==> src/rtl/wb_pkg.sv <==
// Shared types and helpers for the write-back select stage: source indices,
// load sizes, the buffered entry layout and the load byte/half extraction.
package wb_pkg;

  localparam int WB_DATA_W = 32;
  localparam int WB_ADDR_W = 5;

  localparam int SRC_PC  = 0;
  localparam int SRC_ALU = 1;
  localparam int SRC_MEM = 2;

  typedef enum logic [1:0] {
    SZ_BYTE = 2'b00,
    SZ_HALF = 2'b01,
    SZ_WORD = 2'b10
  } mem_size_e;

  typedef struct packed {
    logic                 we;
    logic [WB_ADDR_W-1:0] rd;
    logic [WB_DATA_W-1:0] data;
  } wb_entry_t;

  // Extracts a byte or half from the low word and extends it to 32 bits;
  // word (and the unused 2'b11 encoding) returns the word untouched.
  function automatic logic [31:0] load_extract(input logic [31:0] data,
                                               input logic [1:0]  size,
                                               input logic [1:0]  offset,
                                               input logic        is_unsigned);
    logic [7:0]  b;
    logic [15:0] h;
    logic [31:0] r;
    b = data[{offset, 3'b000} +: 8];
    h = data[{offset[1], 4'b0000} +: 16];
    case (size)
      SZ_BYTE: r = is_unsigned ? {24'b0, b} : {{24{b[7]}}, b};
      SZ_HALF: r = is_unsigned ? {16'b0, h} : {{16{h[15]}}, h};
      default: r = data;
    endcase
    return r;
  endfunction

endpackage

==> src/rtl/wb_skid_buffer.sv <==
// Generic 2-entry valid/ready buffer: a head register feeding the output and a
// skid register that catches one entry so in_ready_o can come from a flop.
module wb_skid_buffer #(
  parameter int WIDTH = 8
) (
  input  logic             clk_i,
  input  logic             rst_ni,
  input  logic             in_valid_i,
  output logic             in_ready_o,
  input  logic [WIDTH-1:0] in_data_i,
  output logic             out_valid_o,
  input  logic             out_ready_i,
  output logic [WIDTH-1:0] out_data_o
);

  // Handshake: a beat transfers on an edge where valid && ready are both high;
  // valid never depends combinationally on ready on either side.
  logic             head_valid_q, head_valid_d;
  logic             skid_valid_q, skid_valid_d;
  logic [WIDTH-1:0] head_data_q, head_data_d;
  logic [WIDTH-1:0] skid_data_q, skid_data_d;
  logic             push, pop;

  assign in_ready_o  = !skid_valid_q;
  assign out_valid_o = head_valid_q;
  assign out_data_o  = head_data_q;

  assign push = in_valid_i && !skid_valid_q;
  assign pop  = head_valid_q && out_ready_i;

  always_comb begin
    head_valid_d = head_valid_q;
    skid_valid_d = skid_valid_q;
    head_data_d  = head_data_q;
    skid_data_d  = skid_data_q;
    if (pop) begin
      if (skid_valid_q) begin
        // Skid is full so no push can happen; drain it into head.
        head_data_d  = skid_data_q;
        skid_valid_d = 1'b0;
      end else if (push) begin
        head_data_d = in_data_i;
      end else begin
        head_valid_d = 1'b0;
      end
    end else if (push) begin
      if (!head_valid_q) begin
        head_valid_d = 1'b1;
        head_data_d  = in_data_i;
      end else begin
        skid_valid_d = 1'b1;
        skid_data_d  = in_data_i;
      end
    end
  end

  always_ff @(posedge clk_i or negedge rst_ni) begin
    if (!rst_ni) begin
      head_valid_q <= 1'b0;
      skid_valid_q <= 1'b0;
      head_data_q  <= '0;
      skid_data_q  <= '0;
    end else begin
      head_valid_q <= head_valid_d;
      skid_valid_q <= skid_valid_d;
      head_data_q  <= head_data_d;
      skid_data_q  <= skid_data_d;
    end
  end

endmodule

==> src/rtl/wb_select_stage.sv <==
// Write-back stage: picks a result source, extracts/extends loads, drops
// writes to x0, and buffers the entry for the register file and bypass path.
module wb_select_stage
  import wb_pkg::*;
#(
  parameter int DATA_WIDTH     = WB_DATA_W,
  parameter int NUM_SRC        = 3,
  parameter int SEL_WIDTH      = 2,
  parameter int MEM_SRC        = SRC_MEM,
  parameter int REG_ADDR_WIDTH = WB_ADDR_W
) (
  input  logic                          clk_i,
  input  logic                          rst_ni,
  input  logic                          in_valid_i,
  output logic                          in_ready_o,
  input  logic [SEL_WIDTH-1:0]          sel_i,
  input  logic [NUM_SRC*DATA_WIDTH-1:0] src_i,
  input  logic                          we_i,
  input  logic [REG_ADDR_WIDTH-1:0]     rd_i,
  input  logic [1:0]                    mem_size_i,
  input  logic                          mem_unsigned_i,
  input  logic [1:0]                    mem_offset_i,
  output logic                          out_valid_o,
  input  logic                          out_ready_i,
  output logic                          rf_we_o,
  output logic [REG_ADDR_WIDTH-1:0]     rf_waddr_o,
  output logic [DATA_WIDTH-1:0]         rf_wdata_o,
  output logic                          fwd_valid_o,
  output logic [REG_ADDR_WIDTH-1:0]     fwd_addr_o,
  output logic [DATA_WIDTH-1:0]         fwd_data_o
);

  localparam int ENTRY_W = $bits(wb_entry_t);

  logic [DATA_WIDTH-1:0] raw_data, cap_data;
  logic [31:0]           ext32;
  logic                  sel_ok;
  logic                  is_sub_word;
  wb_entry_t             in_entry, head_entry;
  logic [ENTRY_W-1:0]    head_bits;
  logic                  head_valid;

  always_comb begin
    raw_data = '0;
    sel_ok   = 1'b0;
    for (int k = 0; k < NUM_SRC; k++) begin
      if (sel_i == SEL_WIDTH'(k)) begin
        raw_data = src_i[k*DATA_WIDTH +: DATA_WIDTH];
        sel_ok   = 1'b1;
      end
    end
    ext32       = load_extract(raw_data[31:0], mem_size_i, mem_offset_i, mem_unsigned_i);
    is_sub_word = (mem_size_i == SZ_BYTE) || (mem_size_i == SZ_HALF);
    cap_data    = raw_data;
    if ((sel_i == SEL_WIDTH'(MEM_SRC)) && is_sub_word) begin
      if (mem_unsigned_i) cap_data = DATA_WIDTH'(ext32);
      else                cap_data = DATA_WIDTH'($signed(ext32));
    end
    // Out-of-range selects produce zero data and never write.
    in_entry.we   = we_i && sel_ok && (rd_i != '0);
    in_entry.rd   = WB_ADDR_W'(rd_i);
    in_entry.data = WB_DATA_W'(cap_data);
  end

  wb_skid_buffer #(.WIDTH(ENTRY_W)) u_skid (
    .clk_i       (clk_i),
    .rst_ni      (rst_ni),
    .in_valid_i  (in_valid_i),
    .in_ready_o  (in_ready_o),
    .in_data_i   (in_entry),
    .out_valid_o (head_valid),
    .out_ready_i (out_ready_i),
    .out_data_o  (head_bits)
  );

  assign head_entry  = wb_entry_t'(head_bits);
  assign out_valid_o = head_valid;
  assign rf_we_o     = head_valid && out_ready_i && head_entry.we;
  assign rf_waddr_o  = head_valid ? REG_ADDR_WIDTH'(head_entry.rd) : '0;
  assign rf_wdata_o  = head_valid ? DATA_WIDTH'(head_entry.data) : '0;
  assign fwd_valid_o = head_valid && head_entry.we;
  assign fwd_addr_o  = fwd_valid_o ? REG_ADDR_WIDTH'(head_entry.rd) : '0;
  assign fwd_data_o  = fwd_valid_o ? DATA_WIDTH'(head_entry.data) : '0;

endmodule

==> config.mk <==
export PLATFORM = sky130hd
export DESIGN_NAME = wb_select_stage
export DESIGN_NICKNAME = d
export VERILOG_FILES = /design/src/rtl/wb_pkg.sv /design/src/rtl/wb_skid_buffer.sv /design/src/rtl/wb_select_stage.sv
export SDC_FILE = /design/constraint.sdc
export NUM_CORES = 1
export LEC_CHECK = 0
export CORE_MARGIN = 1
export CORE_UTILIZATION = 60
export CTS_CLUSTER_SIZE = 40
export DETAILED_ROUTE_END_ITERATION = 12
export DONT_BUFFER_PORTS = 1
export MAX_ROUTING_LAYER = met4
export PLACE_DENSITY = 0.76
export SLEW_MARGIN = 10
export SYNTH_ARGS = -nofsm -noshare
export SYNTH_HDL_FRONTEND = slang
export SYNTH_SLANG_ARGS = --single-unit
==> constraint.sdc <==
create_clock -name clk_i -period 5.26 [get_ports clk_i]
set_input_delay 0.789 -clock clk_i [delete_from_list [all_inputs] [get_ports clk_i]]
set_output_delay 0.789 -clock clk_i [all_outputs]
set_load 0.03 [all_outputs]
# --- After elaboration in Yosys (flattened, before gate mapping) ---
# Index checks and enable logic that the tools add are counted.
classes:
  n_mux: 26
  n_shift: 2
  bitwise: 1
  n_eq_ne: 6
  reduce_logical: 19
op_table:
  columns: ["op", "count"]
  rows:
  - ["$mux W32", 8]
  - ["$mux W38", 5]
  - ["$pmux W32 S2", 1]
  - ["$shiftx A32 B6 Y16", 1]
  - ["$shiftx A32 B6 Y8", 1]
  - ["$mux W1", 10]
  - ["$mux W5", 2]
  - ["$reduce_and A3 Y1", 3]
  - ["$logic_and A1 B1 Y1", 7]
  - ["$ne A2 B2 Y1 const B", 3]
  - ["$reduce_bool A2 Y1", 3]
  - ["$reduce_bool A5 Y1", 1]
  - ["$eq A2 B1 Y1 const B", 2]
  - ["$logic_not A2 Y1", 2]
  - ["$eq A2 B2 Y1 const B", 1]
  - ["$reduce_and A2 Y1", 1]
  - ["$logic_not A1 Y1", 1]
  - ["$logic_or A1 B1 Y1", 1]
  - ["$not A1 Y1", 1]
word_totals:
  out_inout_bits: 78
  reg_bits: 78
  inputBits: 113
  elab_cells: 58

# --- Logic depth before layout (Yosys ltp) ---
depth:
  word_depth: 11
  depth_mapped: 10
  ltp_nobuf: 6

# --- By module ---
# From an unflattened synthesis, not the netlist that was laid out.
hier_totals:
  cells_unflattened: 633
  area_unflattened_um2: 5903.2
modules_own_cells:
  columns: ["module", "n_inst", "cells_per_inst", "seq_area_each_um2", "area_each_um2"]
  rows:
  - ["wb_skid_buffer", 1, 306, 1951.9, 3791.1]
  - ["wb_select_stage", 1, 327, 0.0, 2112.0]

# --- Worst setup path after synthesis ---
# Ideal clock, no wire load.
synth_path:
  path_kind: "input to register"
  startpoint: "input port sel_i[0]"
  endpoint: "register u_skid.skid_data_q[31]"
  path_buffers: 2
  path_slack_ns: 2.912
  required_ns: 5.128
  path_stages: 8
  setup_ns: 0.132
  arrival_time_ns: 2.216
  path_cell_list: "buf_6 > mux2_4 > a221o_1 > nand3b_2 > a211oi_4 > nor3_4 > buf_6 > a21oi_1"
synth_via:
  elab_chain_cells: 8
  word_cells_on_any_way: 13
  cone_classes: "2 x eq/ne; 2 x shift; 7 x mux; 2 x reduce/logical"
synth_rtl:
  columns: ["item", "line", "text"]
  rows:
  - ["from (decl)", "wb_select_stage.sv:16", "input logic [SEL_WIDTH-1:0] sel_i,"]
  - ["$logic_not A2 Y1", "wb_select_stage.sv:47", "if (sel_i == SEL_WIDTH'(k)) begin"]
  - ["$mux W32 (3 in series)", "wb_select_stage.sv:47", null]
  - ["$shiftx A32 B6 Y16 / $shiftx A32 B6 Y8 (equally long branches)", "wb_pkg.sv:34, wb_pkg.sv:33", null]
  - ["$mux W32 (on tied branches)", "wb_pkg.sv:37, wb_pkg.sv:36", null]
  - ["$pmux W32 S2", "wb_pkg.sv:35", "case (size)"]
  - ["$mux W32 *", "wb_select_stage.sv:55", "if ((sel_i == SEL_WIDTH'(MEM_SRC)) && is_sub_word) begin"]
  - ["to (signal assigned)", "wb_skid_buffer.sv:67", "skid_data_q <= skid_data_d;"]
  - ["to (decl)", "wb_skid_buffer.sv:21", "logic [WIDTH-1:0] skid_data_q, skid_data_d;"]
# Mark *: on every way between the ends. The rest lies on a longest branch, timed or not.
# A chain may end at the register's enable or synchronous reset.

# --- Final worst setup path ---
layout_path:
  startpoint: "register u_skid.head_valid_q (netlist: u_skid.out_valid_o)"
  endpoint: "register u_skid.head_data_q[31] (netlist: u_skid.out_data_o[31])"
layout_via:
  elab_chain_cells: 3
  word_cells_on_any_way: 5
  cone_classes: "1 x eq/ne; 1 x mux; 3 x reduce/logical"
layout_rtl:
  columns: ["item", "line", "text"]
  rows:
  - ["from (decl)", "wb_skid_buffer.sv:18", "logic head_valid_q, head_valid_d;"]
  - ["from (signal assigned)", "wb_skid_buffer.sv:64", "head_valid_q <= head_valid_d;"]
  - ["$logic_and A1 B1 Y1", "wb_skid_buffer.sv:29", "assign pop = head_valid_q && out_ready_i;"]
  - ["$ne A2 B2 Y1 (no source line) / $reduce_bool A2 Y1 (equally long branches)", null, null]
  - ["$reduce_and A3 Y1 (no source line)", null, null]
  - ["to (signal assigned)", "wb_skid_buffer.sv:66", "head_data_q <= head_data_d;"]
  - ["to (decl)", "wb_skid_buffer.sv:20", "logic [WIDTH-1:0] head_data_q, head_data_d;"]
# Parallel ways exist; a longest one is shown, timed or not.

==> impl_results.md <==
* Synthesized Nets at just under 800
* Initial drt markers at slightly above 300
* Share of cells above drive strength 1 at 7.23%
* Core area at slightly below 9000 sq um
* Worst IR drop on VDD at 0.000378 V
* CTS clock-pin slew for the worst setup and hold paths at around 0.10 ns
* Worst Path Buf+Inv at 1
* Pwr Density at 576 nW/um^2
* Die span in y at about 97 microns
* WP data required at ~5.6 ns
* Cell count after synthesis at about 660
* Final Cycle Share at a little over half
* Vias at 4,982
* Netlist Area Pre-Place at 5400 sq um
* Crit Path Max Fanout at 84
* FILL cells at between 700 and 800
* Fin. Hold Viols at 0
* Ordered list of cells on the worst path: and2_1 > o22a_2 > buf_4 > o21ai_0 > a21oi_1 > a21oi_1 > o21ai_1
* Aggregate routed wire length at roughly 15,000 microns
* Flop2flop setup slack at about 2.5 ns
* Starting Density at approximately three fifths
* CTS Hold Buffers Added at 0
* Register area at slightly below 2000 sq um
* Max-cap check violation count at 0
* Reg2Reg Depth at 7
* Iteration count of the initial detailed-routing pass at 5
* Diodes inserted at 0
* Cell mode on critical path: a21oi_1
* Post-synth EDFFs at 0
* Crit path kind: flip-flop to flip-flop
* CP Launch Type: flip-flop
* CP delay by family, top: flip-flops
* Antenna Nets Post-Route at 0
* Prevailing post-synth register cell: dfrtp_1
* Clock sink total at 78
* Minimum clock period at 2.80 ns
* Synthesis-to-layout area growth at 2.16%
* Placed inst area at about 5300 sq um
* Root Buffer: clkbuf_8
* Fraction of registers with async set/reset at 100%
* Worst R2R End: u_skid.out_data_o[31]
* Multi-input gate area at slightly above 3000 sq um
* Chip Width at around 97 microns
* Crit path capture type: flip-flop
* Status: complete, no violations
* Worst-margin pin slew at around 1.1 ns
* Num CTS Buffers at 9
* Clock skew at ~0.011 ns
* Slew Viols, Final at 0
* RSZ-0062 raised after global routing: false
* Placer Congestion at roughly 0.95
* Ports at around 190
* Ys Warns at 0
* # DRC at 0
* Port Buffers at 0
* GRT overflow at 0
* Vias in the first global route at 4,565
* # H-tree levels at 3
* Hold Slack at approximately 0.11 ns
* Routed wire per std cell at between 20 and 25 microns
* Distinct cell type count after synthesis at 51
* Worst Hold Class: input port to async pin
* Max stage delay on crit path at around 1.0 ns
* Fin area at 5520 sq um
* CP Data Arrival Time at 3.09 ns
* Syn Area/Cell at about 8.2 sq um
* Leak pwr at 2.43 nW
* Largest net degree at the start of global routing at 85
* Yosys reg bits at 78
* Dpl hpwl at between 10,000 and 15,000 microns
* Relative max-transition margin at 24.9%
* Reg2reg start: u_skid.out_valid_o
* Final setup viols at 0
* Clock Latency Late Sink at about 0.36 ns
* Vias per Instance at slightly below 7
* CTS tree: done
* Critical Path Slowest Stage Cell: dfrtp_2
* First-pass GRT wire length at about 24,000 microns
* Initial antenna violation count at 0
* Nets@finish at 730
* TNS Setup at 0 ns
* Max clock buf depth at 2
* Post-CTS setup buffers at 0
* Peak Freq at 357 MHz
* CTS resizes at 0
* GRT Overall Usage at approximately 33%
* Die area at 9380 sq um
* Num rows at 34
* Sequential area share after synthesis at between 30 and 40%
-- synth_stat cells (2+ instances only) --
| cell type | number | area share, % |
|---|---|---|
| a31oi_1 | 14 | 1.6 |
| a22oi_1 | 20 | 2.8 |
| buf_2 | 11 | 1.0 |
| a21oi_1 | 58 | 5.4 |
| o2bb2ai_1 | 13 | 2.1 |
| o221ai_1 | 17 | 2.8 |
| nand2_1 | 79 | 5.5 |
| and3_1 | 39 | 4.5 |
| nor2_2 | 2 | 0.23 |
| inv_1 | 21 | 1.5 |
| nand3_1 | 8 | 0.74 |
| o21ai_1 | 10 | 0.93 |
| buf_6 | 5 | 1.0 |
| buf_1 | 4 | 0.28 |
| clkbuf_1 | 43 | 3.0 |
| and2_1 | 40 | 4.6 |
| nor2_1 | 23 | 1.6 |
| mux2i_1 | 24 | 4.4 |
| or3_1 | 6 | 0.70 |
| a221oi_1 | 7 | 1.1 |
| o21a_1 | 7 | 0.97 |
| nand2b_1 | 2 | 0.23 |
| mux2_2 | 7 | 1.5 |
| o22ai_1 | 31 | 3.6 |
| a21boi_0 | 2 | 0.28 |
| o21ai_0 | 46 | 4.3 |
| nand3b_1 | 9 | 1.3 |
| dfrtp_1 | 78 | 36 |
| nor2b_1 | 5 | 0.58 |
| o211ai_1 | 2 | 0.28 |
| o31ai_1 | 8 | 1.1 |
| or4_1 | 2 | 0.28 |
-- area by class of cell --
cell class / instances / area share [%]
Multi-Input combinational cell: 499 / 56.0
Sequential cell: 78 / 35.4
Tap cell: 108 / 2.45
Clock buffer: 9 / 2.25
Inverter: 22 / 1.50
Clock inverter: 7 / 1.47
Timing Repair Buffer: 7 / 0.953
-- per-layer routing --
| layer | GRT usage [%] | vias up | share of wire [%] | wire, microns |
|---|---|---|---|---|
| met5 | - | - | 0 | 0 |
| met4 | 14.9 | 0 | 3.4 | 513 |
| met3 | 5.13 | 32 | 6.9 | 1030 |
| met2 | 49.7 | 233 | 47 | 7000 |
| met1 | 44.9 | 2366 | 43 | 6480 |
| li1 | - | 2351 | - | - |
-- where the power goes --
group / leakage (nW) / total (mW) / switching [mW] / internal, mW
logic: 1.39 / 1.48 / 1.04 / 0.440
clock network: 0.106 / 0.483 / 0.256 / 0.227
registers: 0.937 / 1.21 / 0.316 / 0.899
-- layout by cell type (no fill, tap or decap), drive strengths merged, types with 8 or more instances in the layout --
cell	instances
and3	39
o31ai	8
mux2i	24
nor2	25
o221ai	18
o22ai	31
nand2	79
o2bb2ai	13
a21oi	58
o21ai	57
clkbuf	9
a22oi	20
inv	25
dfrtp	78
nand3	8
nand3b	10
and2	40
a31oi	14
mux2	8
-- logic make-up after synthesis --
family,count (synthesis),synth area share (%)
buffers and inverters,85,6.86
flip-flops,78,36.2
AO/OA/AOI/OAI,246,29.4
multiplexers,32,6.19
AND/OR/NAND/NOR,221,21.4
-- flip-flops by register name, indices dropped and copies added, names as in the netlist --
| name | flops |
|---|---|
| u_skid.out_data_o | 38 |
| u_skid.skid_data_q | 38 |
| u_skid.out_valid_o | 1 |
| u_skid.skid_valid_q | 1 |
-- worst max-delay path by stage --
stage,from,to,slack [ns],cells past startpoint
final,u_skid.out_valid_o,u_skid.out_data_o[31],2.46,7
after global routing,u_skid.out_valid_o,u_skid.out_data_o[31],2.13,7
after CTS,u_skid.out_valid_o,u_skid.out_data_o[31],2.47,7
after detailed placement,sel_i[1],u_skid.out_data_o[28],2.42,6
after global placement,sel_i[1],u_skid.out_data_o[15],2.50,7
after floorplan,sel_i[0],u_skid.skid_data_q[31],2.91,8
-- stage by stage --
| stage | std cells | total power, mW | worst slack (ns) | utilization, % |
|---|---|---|---|---|
| after floorplan | 662 | 2.46 | 2.91 | - |
| after CTS | 730 | 3.17 | 2.47 | 63.2 |
| after global routing | 730 | 3.39 | 2.13 | 63.2 |
| after global placement | 714 | 2.64 | 2.50 | 60.9 |
| final | 730 | 3.18 | 2.46 | 63.2 |
| after detailed placement | 714 | 2.70 | 2.42 | 60.9 |
(Power assumes the default switching activity.)
